$ cat config.mk
export PLATFORM = sky130hd
export DESIGN_NAME = mmio_uart
export DESIGN_NICKNAME = d
export VERILOG_FILES = /design/src/rtl/mmio_uart_pkg.sv /design/src/rtl/uart_tx_fifo.sv /design/src/rtl/mmio_uart.sv
export SDC_FILE = /design/constraint.sdc
export NUM_CORES = 1
export LEC_CHECK = 0
export ABC_AREA = 1
export CAP_MARGIN = 20
export CORE_ASPECT_RATIO = 1.75
export CORE_MARGIN = 4
export CORE_UTILIZATION = 49
export CTS_CLUSTER_SIZE = 8
export DETAILED_ROUTE_END_ITERATION = 6
export GPL_TIMING_DRIVEN = 0
export PLACE_DENSITY_LB_ADDON = 0.05
export SYNTH_ARGS = -nofsm -noshare
export SYNTH_HDL_FRONTEND = slang
export SYNTH_SLANG_ARGS = --single-unit
$ cat constraint.sdc
create_clock -name clk -period 2.6 [get_ports clk]
set_clock_uncertainty 0.05 [all_clocks]
set_input_delay 0.26 -clock clk [delete_from_list [all_inputs] [get_ports clk]]
set_output_delay 0.26 -clock clk [all_outputs]
set_load 0.005 [all_outputs]
$ cat src/rtl/mmio_uart_pkg.sv
// Shared definitions for the memory-mapped UART: register offsets, STATUS bit
// positions, TX/RX state encodings and the divisor helper.
package mmio_uart_pkg;

  localparam logic [1:0] REG_TXDATA  = 2'd0;
  localparam logic [1:0] REG_STATUS  = 2'd1;
  localparam logic [1:0] REG_RXDATA  = 2'd2;
  localparam logic [1:0] REG_BAUDDIV = 2'd3;

  localparam int ST_TX_FULL  = 0;
  localparam int ST_TX_BUSY  = 1;
  localparam int ST_TX_OVR   = 2;
  localparam int ST_RX_VALID = 3;
  localparam int ST_RX_OVR   = 4;

  typedef enum logic [1:0] {TX_IDLE, TX_START, TX_DATA, TX_STOP} tx_state_e;
  typedef enum logic [1:0] {RX_IDLE, RX_START, RX_DATA, RX_STOP} rx_state_e;

  // A divisor of 0 would never reach a bit boundary, so it behaves as 1.
  function automatic logic [15:0] eff_div(input logic [15:0] d);
    return (d == 16'd0) ? 16'd1 : d;
  endfunction

endpackage

$ cat src/rtl/uart_tx_fifo.sv
// Synchronous transmit FIFO. A push while full is accepted only when a pop
// happens in the same cycle (the freed slot is reused, occupancy unchanged).
module uart_tx_fifo #(
  parameter int DEPTH = 8,
  parameter int WIDTH = 8
) (
  input  logic             clk,
  input  logic             reset,
  input  logic             push,
  input  logic             pop,
  input  logic [WIDTH-1:0] din,
  output logic [WIDTH-1:0] dout,
  output logic             full,
  output logic             empty
);

  localparam int AW = $clog2(DEPTH);

  logic [WIDTH-1:0] mem [DEPTH];
  logic [AW-1:0]    wr_ptr_reg, rd_ptr_reg;
  logic [AW:0]      count_reg;
  logic             push_ok, pop_ok;

  assign full    = (count_reg == (AW+1)'(DEPTH));
  assign empty   = (count_reg == '0);
  assign pop_ok  = pop & ~empty;
  assign push_ok = push & (~full | pop_ok);
  assign dout    = mem[rd_ptr_reg];

  always_ff @(posedge clk) begin
    if (push_ok) mem[wr_ptr_reg] <= din;
  end

  always_ff @(posedge clk or negedge reset) begin
    if (!reset) begin
      wr_ptr_reg <= '0;
      rd_ptr_reg <= '0;
      count_reg  <= '0;
    end else begin
      if (push_ok) wr_ptr_reg <= wr_ptr_reg + 1'b1;
      if (pop_ok)  rd_ptr_reg <= rd_ptr_reg + 1'b1;
      case ({push_ok, pop_ok})
        2'b10:   count_reg <= count_reg + 1'b1;
        2'b01:   count_reg <= count_reg - 1'b1;
        default: count_reg <= count_reg;
      endcase
    end
  end

endmodule

$ cat src/rtl/mmio_uart.sv
// Memory-mapped 8N1 UART on the data-memory bus with combinational loads.
// Define MMIO_UART_RX_EN to build the receiver and its RXDATA/STATUS state.
module mmio_uart
  import mmio_uart_pkg::*;
#(
  parameter logic [3:0]  BASE_NIBBLE = 4'h4,
  parameter int          FIFO_DEPTH  = 8,
  parameter logic [15:0] DEFAULT_DIV = 16'd868
) (
  input  logic        clk,
  input  logic        reset,
  input  logic [31:0] addr,
  input  logic [31:0] wdata,
  input  logic [3:0]  wmask,
  input  logic        we,
  input  logic        re,
  output logic [31:0] rdata,
  output logic        tx,
  input  logic        rx
);

  logic        sel;
  logic [1:0]  rsel;
  logic        wr_tx, wr_status, wr_baud;
  logic [15:0] bauddiv_reg;
  logic        tx_ovr_reg;
  logic        fifo_pop, fifo_full, fifo_empty;
  logic [7:0]  fifo_dout;
  logic        rx_valid, rx_ovr;
  logic [7:0]  rx_byte;

  assign sel       = (addr[31:28] == BASE_NIBBLE);
  assign rsel      = addr[3:2];
  assign wr_tx     = sel & we & wmask[0] & (rsel == REG_TXDATA);
  assign wr_status = sel & we & wmask[0] & (rsel == REG_STATUS);
  assign wr_baud   = sel & we & (rsel == REG_BAUDDIV);

  always_ff @(posedge clk or negedge reset) begin
    if (!reset) begin
      bauddiv_reg <= DEFAULT_DIV;
    end else if (wr_baud) begin
      if (wmask[0]) bauddiv_reg[7:0]  <= wdata[7:0];
      if (wmask[1]) bauddiv_reg[15:8] <= wdata[15:8];
    end
  end

  uart_tx_fifo #(.DEPTH(FIFO_DEPTH), .WIDTH(8)) u_fifo (
    .clk   (clk),
    .reset (reset),
    .push  (wr_tx),
    .pop   (fifo_pop),
    .din   (wdata[7:0]),
    .dout  (fifo_dout),
    .full  (fifo_full),
    .empty (fifo_empty)
  );

  // Set has priority over a same-cycle write-one-to-clear.
  always_ff @(posedge clk or negedge reset) begin
    if (!reset)                                  tx_ovr_reg <= 1'b0;
    else if (wr_tx & fifo_full & ~fifo_pop)      tx_ovr_reg <= 1'b1;
    else if (wr_status & wdata[ST_TX_OVR])       tx_ovr_reg <= 1'b0;
  end

  // ---------------- transmitter ----------------
  tx_state_e   tx_state_reg, tx_state_next;
  logic [15:0] tx_cnt_reg, tx_div_reg;
  logic [7:0]  tx_shift_reg;
  logic [2:0]  tx_bit_reg;
  logic        tx_bit_end;

  assign tx_bit_end = (tx_cnt_reg == tx_div_reg - 16'd1);

  always_ff @(posedge clk or negedge reset) begin
    if (!reset) tx_state_reg <= TX_IDLE;
    else        tx_state_reg <= tx_state_next;
  end

  always_comb begin
    tx_state_next = tx_state_reg;
    case (tx_state_reg)
      TX_IDLE:  if (!fifo_empty) tx_state_next = TX_START;
      TX_START: if (tx_bit_end) tx_state_next = TX_DATA;
      TX_DATA:  if (tx_bit_end && tx_bit_reg == 3'd7) tx_state_next = TX_STOP;
      TX_STOP:  if (tx_bit_end) tx_state_next = fifo_empty ? TX_IDLE : TX_START;
      default:  tx_state_next = TX_IDLE;
    endcase
  end

  always_comb begin
    fifo_pop = ((tx_state_reg == TX_IDLE) | ((tx_state_reg == TX_STOP) & tx_bit_end))
               & ~fifo_empty;
    case (tx_state_reg)
      TX_START: tx = 1'b0;
      TX_DATA:  tx = tx_shift_reg[0];
      default:  tx = 1'b1;
    endcase
  end

  // Divisor is captured at pop so BAUDDIV writes only affect later frames.
  always_ff @(posedge clk or negedge reset) begin
    if (!reset) begin
      tx_cnt_reg   <= '0;
      tx_div_reg   <= eff_div(DEFAULT_DIV);
      tx_shift_reg <= '0;
      tx_bit_reg   <= '0;
    end else if (fifo_pop) begin
      tx_cnt_reg   <= '0;
      tx_div_reg   <= eff_div(bauddiv_reg);
      tx_shift_reg <= fifo_dout;
      tx_bit_reg   <= '0;
    end else if (tx_state_reg != TX_IDLE) begin
      if (tx_bit_end) begin
        tx_cnt_reg <= '0;
        if (tx_state_reg == TX_DATA) begin
          tx_shift_reg <= {1'b0, tx_shift_reg[7:1]};
          tx_bit_reg   <= tx_bit_reg + 3'd1;
        end
      end else begin
        tx_cnt_reg <= tx_cnt_reg + 16'd1;
      end
    end
  end

  // ---------------- receiver ----------------
`ifdef MMIO_UART_RX_EN
  rx_state_e   rx_state_reg, rx_state_next;
  logic        rx_meta_reg, rx_sync_reg, rx_prev_reg;
  logic [15:0] rx_cnt_reg, rx_div, rx_half;
  logic [2:0]  rx_bit_reg;
  logic [7:0]  rx_shift_reg, rx_byte_reg;
  logic        rx_valid_reg, rx_ovr_reg;
  logic        rx_bit_end, rx_half_hit, rx_sample, rx_good, rx_read;

  assign rx_div      = eff_div(bauddiv_reg);
  assign rx_half     = rx_div >> 1;
  assign rx_bit_end  = (rx_cnt_reg == rx_div - 16'd1);
  assign rx_half_hit = (rx_state_reg == RX_START) & (rx_cnt_reg == rx_half);
  assign rx_read     = sel & re & (rsel == REG_RXDATA) & rx_valid_reg;

  always_ff @(posedge clk or negedge reset) begin
    if (!reset) begin
      rx_meta_reg <= 1'b1;
      rx_sync_reg <= 1'b1;
      rx_prev_reg <= 1'b1;
    end else begin
      rx_meta_reg <= rx;
      rx_sync_reg <= rx_meta_reg;
      rx_prev_reg <= rx_sync_reg;
    end
  end

  always_ff @(posedge clk or negedge reset) begin
    if (!reset) rx_state_reg <= RX_IDLE;
    else        rx_state_reg <= rx_state_next;
  end

  always_comb begin
    rx_state_next = rx_state_reg;
    case (rx_state_reg)
      RX_IDLE:  if (rx_prev_reg && !rx_sync_reg) rx_state_next = RX_START;
      RX_START: if (rx_half_hit) rx_state_next = rx_sync_reg ? RX_IDLE : RX_DATA;
      RX_DATA:  if (rx_bit_end && rx_bit_reg == 3'd7) rx_state_next = RX_STOP;
      RX_STOP:  if (rx_bit_end) rx_state_next = RX_IDLE;
      default:  rx_state_next = RX_IDLE;
    endcase
  end

  always_comb begin
    rx_sample = (rx_state_reg == RX_DATA) & rx_bit_end;
    rx_good   = (rx_state_reg == RX_STOP) & rx_bit_end & rx_sync_reg;
  end

  always_ff @(posedge clk or negedge reset) begin
    if (!reset) begin
      rx_cnt_reg   <= '0;
      rx_bit_reg   <= '0;
      rx_shift_reg <= '0;
    end else begin
      if (rx_state_reg == RX_IDLE || rx_half_hit ||
          (rx_bit_end && (rx_state_reg == RX_DATA || rx_state_reg == RX_STOP)))
        rx_cnt_reg <= '0;
      else
        rx_cnt_reg <= rx_cnt_reg + 16'd1;
      if (rx_half_hit) rx_bit_reg <= '0;
      if (rx_sample) begin
        rx_shift_reg <= {rx_sync_reg, rx_shift_reg[7:1]};
        rx_bit_reg   <= rx_bit_reg + 3'd1;
      end
    end
  end

  always_ff @(posedge clk or negedge reset) begin
    if (!reset) begin
      rx_byte_reg  <= '0;
      rx_valid_reg <= 1'b0;
      rx_ovr_reg   <= 1'b0;
    end else begin
      if (rx_good && !rx_valid_reg) begin
        rx_byte_reg  <= rx_shift_reg;
        rx_valid_reg <= 1'b1;
      end else if (rx_read) begin
        rx_valid_reg <= 1'b0;
      end
      if (rx_good && rx_valid_reg)                rx_ovr_reg <= 1'b1;
      else if (wr_status && wdata[ST_RX_OVR])     rx_ovr_reg <= 1'b0;
    end
  end

  assign rx_valid = rx_valid_reg;
  assign rx_ovr   = rx_ovr_reg;
  assign rx_byte  = rx_byte_reg;

  logic unused_bits;
  assign unused_bits = &{1'b0, addr[27:4], addr[1:0], wdata[31:16]};
`else
  assign rx_valid = 1'b0;
  assign rx_ovr   = 1'b0;
  assign rx_byte  = 8'd0;

  logic unused_bits;
  assign unused_bits = &{1'b0, rx, addr[27:4], addr[1:0], wdata[31:16]};
`endif

  // ---------------- load path ----------------
  always_comb begin
    rdata = '0;
    if (sel && re) begin
      case (rsel)
        REG_STATUS: begin
          rdata[ST_TX_FULL]  = fifo_full;
          rdata[ST_TX_BUSY]  = (tx_state_reg != TX_IDLE) | ~fifo_empty;
          rdata[ST_TX_OVR]   = tx_ovr_reg;
          rdata[ST_RX_VALID] = rx_valid;
          rdata[ST_RX_OVR]   = rx_ovr;
        end
        REG_RXDATA:  rdata = {rx_valid, 23'd0, rx_byte};
        REG_BAUDDIV: rdata = {16'd0, bauddiv_reg};
        default:     rdata = '0;
      endcase
    end
  end

endmodule

## After elaboration in Yosys (flattened, before gate mapping)

Memories as Yosys holds them, arrays and structs flattened.
Index checks and enable logic that the tools add are counted.

| word-level totals | value |
|---|---|
| bits in latches | 0 |
| ROM bits | 0 |
| memory bits (writable) | 64 |
| input port bits | 73 |
| logic and storage cells | 95 |
| memories kept | 1 |
| flip-flop bits (word level) | 72 |

Memories:

| name | words | bits a word | rd ports | clocked after memory_dff | write ports | line | RTL |
|---|---|---|---|---|---|---|---|
| u_fifo.mem | 8 | 8 | 1 | 0 | 1 | uart_tx_fifo.sv:19 | `logic [WIDTH-1:0] mem [DEPTH];` |

| cells by class | value |
|---|---|
| bitwise logic cells | 18 |
| mux-type cells | 27 |
| reduce and logical (&&, ||, !) cells | 16 |
| add/sub/neg operators | 7 |
| equality and inequality tests | 15 |
| $lt $le $gt $ge | 0 |
| multiply operators | 0 |
| divide/modulo/power cells | 0 |
| shift operators | 0 |

Operators with widths:

| cell | count |
|---|---|
| 16-bit 2-to-1 mux | 5 |
| 8-bit 2-to-1 mux | 4 |
| 16-bit by 1-bit adder with 16-bit output, second input constant | 1 |
| 16-bit equality test | 1 |
| 16-bit zero test | 1 |
| 16-bit by 1-bit subtractor with 16-bit output, second input constant | 1 |
| 1-bit AND | 12 |
| 3-bit 2-to-1 mux | 4 |
| 2-bit nonzero test | 6 |
| 11-bit 2-to-1 mux | 1 |
| 5-bit case mux with 2 select lines | 1 |
| 3-bit by 1-bit adder with 3-bit output, second input constant | 3 |
| 2-bit equality test, second input constant | 4 |
| 2-bit 2-to-1 mux | 4 |
| 2-bit inequality test, second input constant | 4 |
| 2-bit case mux with 4 select lines | 1 |
| 4-bit case mux with 2 select lines | 1 |
| 2-bit by 1-bit equality test with 1-bit output, second input constant | 3 |
| 1-bit 2-to-1 mux | 5 |
| 4-bit by 1-bit adder with 4-bit output, second input constant | 1 |
| 4-bit by 3-bit equality test with 1-bit output, second input constant | 1 |
| 4-bit equality test, second input constant | 1 |
| 2-bit zero test | 2 |
| 4-bit zero test | 1 |
| other kinds (9) | 15 |

## Longest topological paths before layout

| logic depth | value |
|---|---|
| word-level depth | 10 |
| gate-level depth with buffers | 24 |

## By module

A second synthesis with hierarchy kept.

| unflattened totals | value |
|---|---|
| cell total of the unflattened synthesis | 787 |
| area, all modules | 7141.8 um2 |

By module, submodules not included:

| module | area each (um2) | cells an instance | times used |
|---|---|---|---|
| mmio_uart | 4015.1 | 533 | 1 |
| uart_tx_fifo | 3126.7 | 254 | 1 |

## Worst setup path before layout

Ideal clock, no wire load.

| path | value |
|---|---|
| path kind | reg-to-reg |
| from | register tx_div_reg[0] |
| to | memory u_fifo.mem[1][0] (enable) |
| slack | -0.177 ns |
| cell stages (with the launch flop) | 14 |
| data arrival time | 2.344 ns |
| buffers on the path | 0 |
| library setup time | 0.383 ns |
| cells stage by stage | dfrtp_1 -> inv_1 -> ha_1 -> nand2_4 -> nor2_4 -> xor2_1 -> nand2_1 -> inv_1 -> nand2_1 -> nor2_1 -> nand3_1 -> nand3_1 -> nand2_1 -> nor3_1 |

| between the ends | value |
|---|---|
| longest elaborated chain between the ends | 10 |

Ends and longest elaborated chain:

| what | line | RTL |
|---|---|---|
| from (decl) | mmio_uart.sv:67 | `logic [15:0] tx_cnt_reg, tx_div_reg;` |
| from (signal assigned) | mmio_uart.sv:104 | `tx_div_reg <= eff_div(DEFAULT_DIV);` |
| from (signal assigned) | mmio_uart.sv:109 | `tx_div_reg <= eff_div(bauddiv_reg);` |
| 16-bit by 1-bit subtractor with 16-bit output | mmio_uart.sv:72 | `assign tx_bit_end = (tx_cnt_reg == tx_div_reg - 16'd1);` |
| 16-bit equality test | mmio_uart.sv:72 |  |
| 1-bit AND | mmio_uart.sv:91 | `fifo_pop = ((tx_state_reg == TX_IDLE) \| ((tx_state_reg == TX_STOP) & tx_bit_end))` |
| 1-bit bitwise OR | mmio_uart.sv:91 |  |
| 1-bit AND | mmio_uart.sv:92 | `& ~fifo_empty;` |
| 1-bit AND | uart_tx_fifo.sv:26 | `assign pop_ok = pop & ~empty;` |
| 1-bit bitwise OR | uart_tx_fifo.sv:27 | `assign push_ok = push & (~full \| pop_ok);` |
| 1-bit AND | uart_tx_fifo.sv:27 |  |
| 1-bit 2-to-1 mux | uart_tx_fifo.sv:31 | `if (push_ok) mem[wr_ptr_reg] <= din;` |
| 1-bit 2-to-1 mux (not written as such) | uart_tx_fifo.sv:31 |  |
| to (decl) | uart_tx_fifo.sv:19 |  |

No other way between the ends.

## Worst setup path after layout

| path | value |
|---|---|
| from | register tx_div_reg[1] |
| to | memory u_fifo.mem[2][2] (enable) |

The elaborated chain is that of the path after synthesis.

==> flow_summary.toml <==
[status]
status = "finished with violations"
violations = "setup timing"

[power_and_ir_drop]
peakVddDrop_uv = 428
p_leak_nw = 3.97
intPower_mw = 3.76
p_sw_share_pct = 23.9
clkPwrFrac_pct = 48.1
p_sw_mw = 1.18
p_comb_share_pct = 5.0
power_density_nw_per_um2 = 540
sequentialPowerShare_pct = 46.9

[critical_path]
cp_max_fo = 8
crit_path_end_kind = "flip-flop"
cpPeakStageDelay_ps = 430
cpMaxStageDelayCell = "dfrtp_1"
worst-path-buf-inv = 3
crit_type = "flip-flop to flip-flop"
timing.critical_path.mode_cell = "nand2_2"
crit_path_start_kind = "flip-flop"
arrival_ps = 2790
required_ps = 2650
r2r_end = "u_fifo.mem[2][2]"
cp_cell_sequence = "inv_2, ha_4, nand2_4, nor2_4, nand2_2, nand2_2, nand2_2, nor2_2, nand2_2, nor2_4, nand3_4, buf_4, nand3_4, nand2_8, inv_8, nand2_8, nor2_4"
r2r_slack_ps = -150
critPathTopFamily = "simple AND/OR/NAND/NOR gates"
reg2reg_depth = 17
critical_path.reg2reg.startpoint = "tx_div_reg[1]"
cp.depth = 17

[layout]
nNetsFinal = 953
syn2layout_area_growth_pct = 32.3
regMostFlops = "u_fifo.mem"
final_cells = 1056
seq_area_um2 = 3740
drive_above_1_share_pct = 23.1
num_antenna_cells = 0
largest_reg_flops = 64
fin_util_pct = 66.2
fill_cells = 1141
multi_input_area_um2 = 3100

[synthesis]
ys.flop_type = "edfxtp_1"
syn_area_um2 = 6920
synth.most_common_cell = "nand2_1"
ys_seq_elements = 136
synth.area.top_cells = "edfxtp_1 28%, dfrtp_1 22%, nand2_1 7.2%"
ys.warnings.count = 0
synth_commonest_cells = "133 x nand2_1, 84 x nor2_1, 73 x inv_1"
post_synth_num_cell_types = 41
synth_top_area_share_pct = 27.8
seq_area_frac_synth_pct = 54.0
netlist_instances = 743
avgSynthCellArea_um2 = 9.31
synth_edf_count = 64
synth_async_sr_flop_share_pct = 52.9
yosysTopAreaCell = "edfxtp_1"

[timing]
holdWs_ps = 302
fin_ws_ps = -150
period_share_pct = 106
finalSetupViolCount = 66
tightest_slew_ps = 603
setup_tns_ps = -5430
relSlewSlack_pct = 59.8
final_hold_viol_count = 0
drv_slew = 0
rsz0062_at_grt = "yes"
min_period_ps = 2750
fmax_mhz = 364

[place]
dp_cells = 983
dp_hpwl_um = 13800
io_buffers = 44
globalplace.congestion = 0.930

[floorplanning]
core_um2 = 13800
die_h_um = 165
row_count = 57
start_util_pct = 50.0
io_pins = 106
die_w_um = 97.8
fp.dieArea_um2 = 16200

[cts]
cts_tree = "built"
clock_latency_ps = 420
cts_inserted_buffers = 17
cts_buffer_depth = 2
clockRootBuffer = "clkbuf_16"
clock_sinks = 136
clk_pin_slew_worst_paths_ps = 60
cts.htree.levels = 4

[worst_hold_path]
min_path_type = "input port to async pin"

[global_routing]
grt_pass1_wl_um = 30000
grt_pass1_vias = 6019
gr-usage-all-layers_pct = 24.1
antenna_found_initial = 0
globalRouteOverflowTotal = 0
grt_max_degree = 72

[routing]
num_vias = 5584
wl_per_cell_um = 18.1
firstDrtPassIters = 4
ant_nets = 0
drt-initial-drc-count = 283
drcViolationCount = 0
finalWirelength_um = 19100
vias_per_cell = 5.29

[flow_run]
cap_violations = 0
==> routing by layer <==
metal	vias up	global-route usage, %	part of all wire [%]
li1	2720	-	-
met1	2665	22.6	33
met2	133	47.6	58
met3	66	3.45	2.9
met4	0	15.4	5.6
met5	-	0	0
==> power by group through the flow <==
stage	registers (mW)	clock network [mW]	logic [mW]
after floorplan	2.35	0	0.0969
after global placement	2.36	0	0.198
after detailed placement	2.36	0	0.211
after CTS	2.32	2.40	0.234
after global routing	2.32	2.51	0.277
final	2.32	2.38	0.249
==> through the flow <==
stage	power, mW	setup slack [ps]	cell area (µm²)
final	4.94	-150	9160
after global routing	5.11	-287	9160
after CTS	4.95	-136	8720
after detailed placement	2.57	-1100	7710
after global placement	2.56	-1320	7660
after floorplan	2.45	-66.8	6990
==> cell type report <==
| type | instances | area share (%) |
|---|---|---|
| flip-flops and latches | 136 | 40.8 |
| multi-input cells | 507 | 33.8 |
| repair buffers | 89 | 10.2 |
| clock buffers | 18 | 4.80 |
| inverters | 76 | 3.28 |
| plain buffers | 39 | 3.16 |
| well taps | 177 | 2.42 |
| clock inverters | 14 | 1.50 |
==> worst max-delay path by stage <==
stage | from | slack, ps | end
5_1_grt | tx_div_reg[1] | -290 | u_fifo.mem[2][2]
2_1_floorplan | tx_div_reg[0] | -70 | u_fifo.mem[1][0]
3_5_place_dp | addr[29] | -1100 | u_fifo.mem[4][1]
6_report | tx_div_reg[1] | -150 | u_fifo.mem[2][2]
3_3_place_gp | addr[29] | -1320 | u_fifo.mem[7][2]
4_1_cts | tx_div_reg[1] | -140 | u_fifo.count_reg[3]
==> timing repair <==
action,4_1_cts,5_1_grt
setup endpoints to repair,119,119
pin swaps,20,28
gates cloned,0,2
endpoints found under the hold margin,63,0
resized for setup,54,67
hold buffers,1,0
buffers inserted,22,16
==> kinds of logic after synthesis <==
logic type	Yosys count	share of synthesized area (%)
AO/OA/AOI/OAI	124	10.0
AND/OR/NAND/NOR	314	20.3
XOR/XNOR	38	4.92
multiplexers	1	0.163
other	1	0.0542
flip-flops	136	54.0
adder cells (fa/ha/maj)	14	2.64
buffers and inverters	115	7.94
==> cell usage in the layout (no fill, tap or decap), types with 11 or more instances in the layout <==
cell type          n
nor2_4            15
o21ai_0           54
buf_4             48
dfrtp_1           59
xor2_1            22
clkbuf_16         19
edfxtp_1          64
nand2_1          122
nor2_1            67
buf_6             13
a21oi_1           16
o21ai_1           19
inv_1             69
nand3_1           35
ha_1              11
clkbuf_1          11
clkdlybuf4s50_1   34
nor2_2            11
o22ai_1           18
conb_1            16
xnor2_1           11
Power figures use the tool's default switching activity.
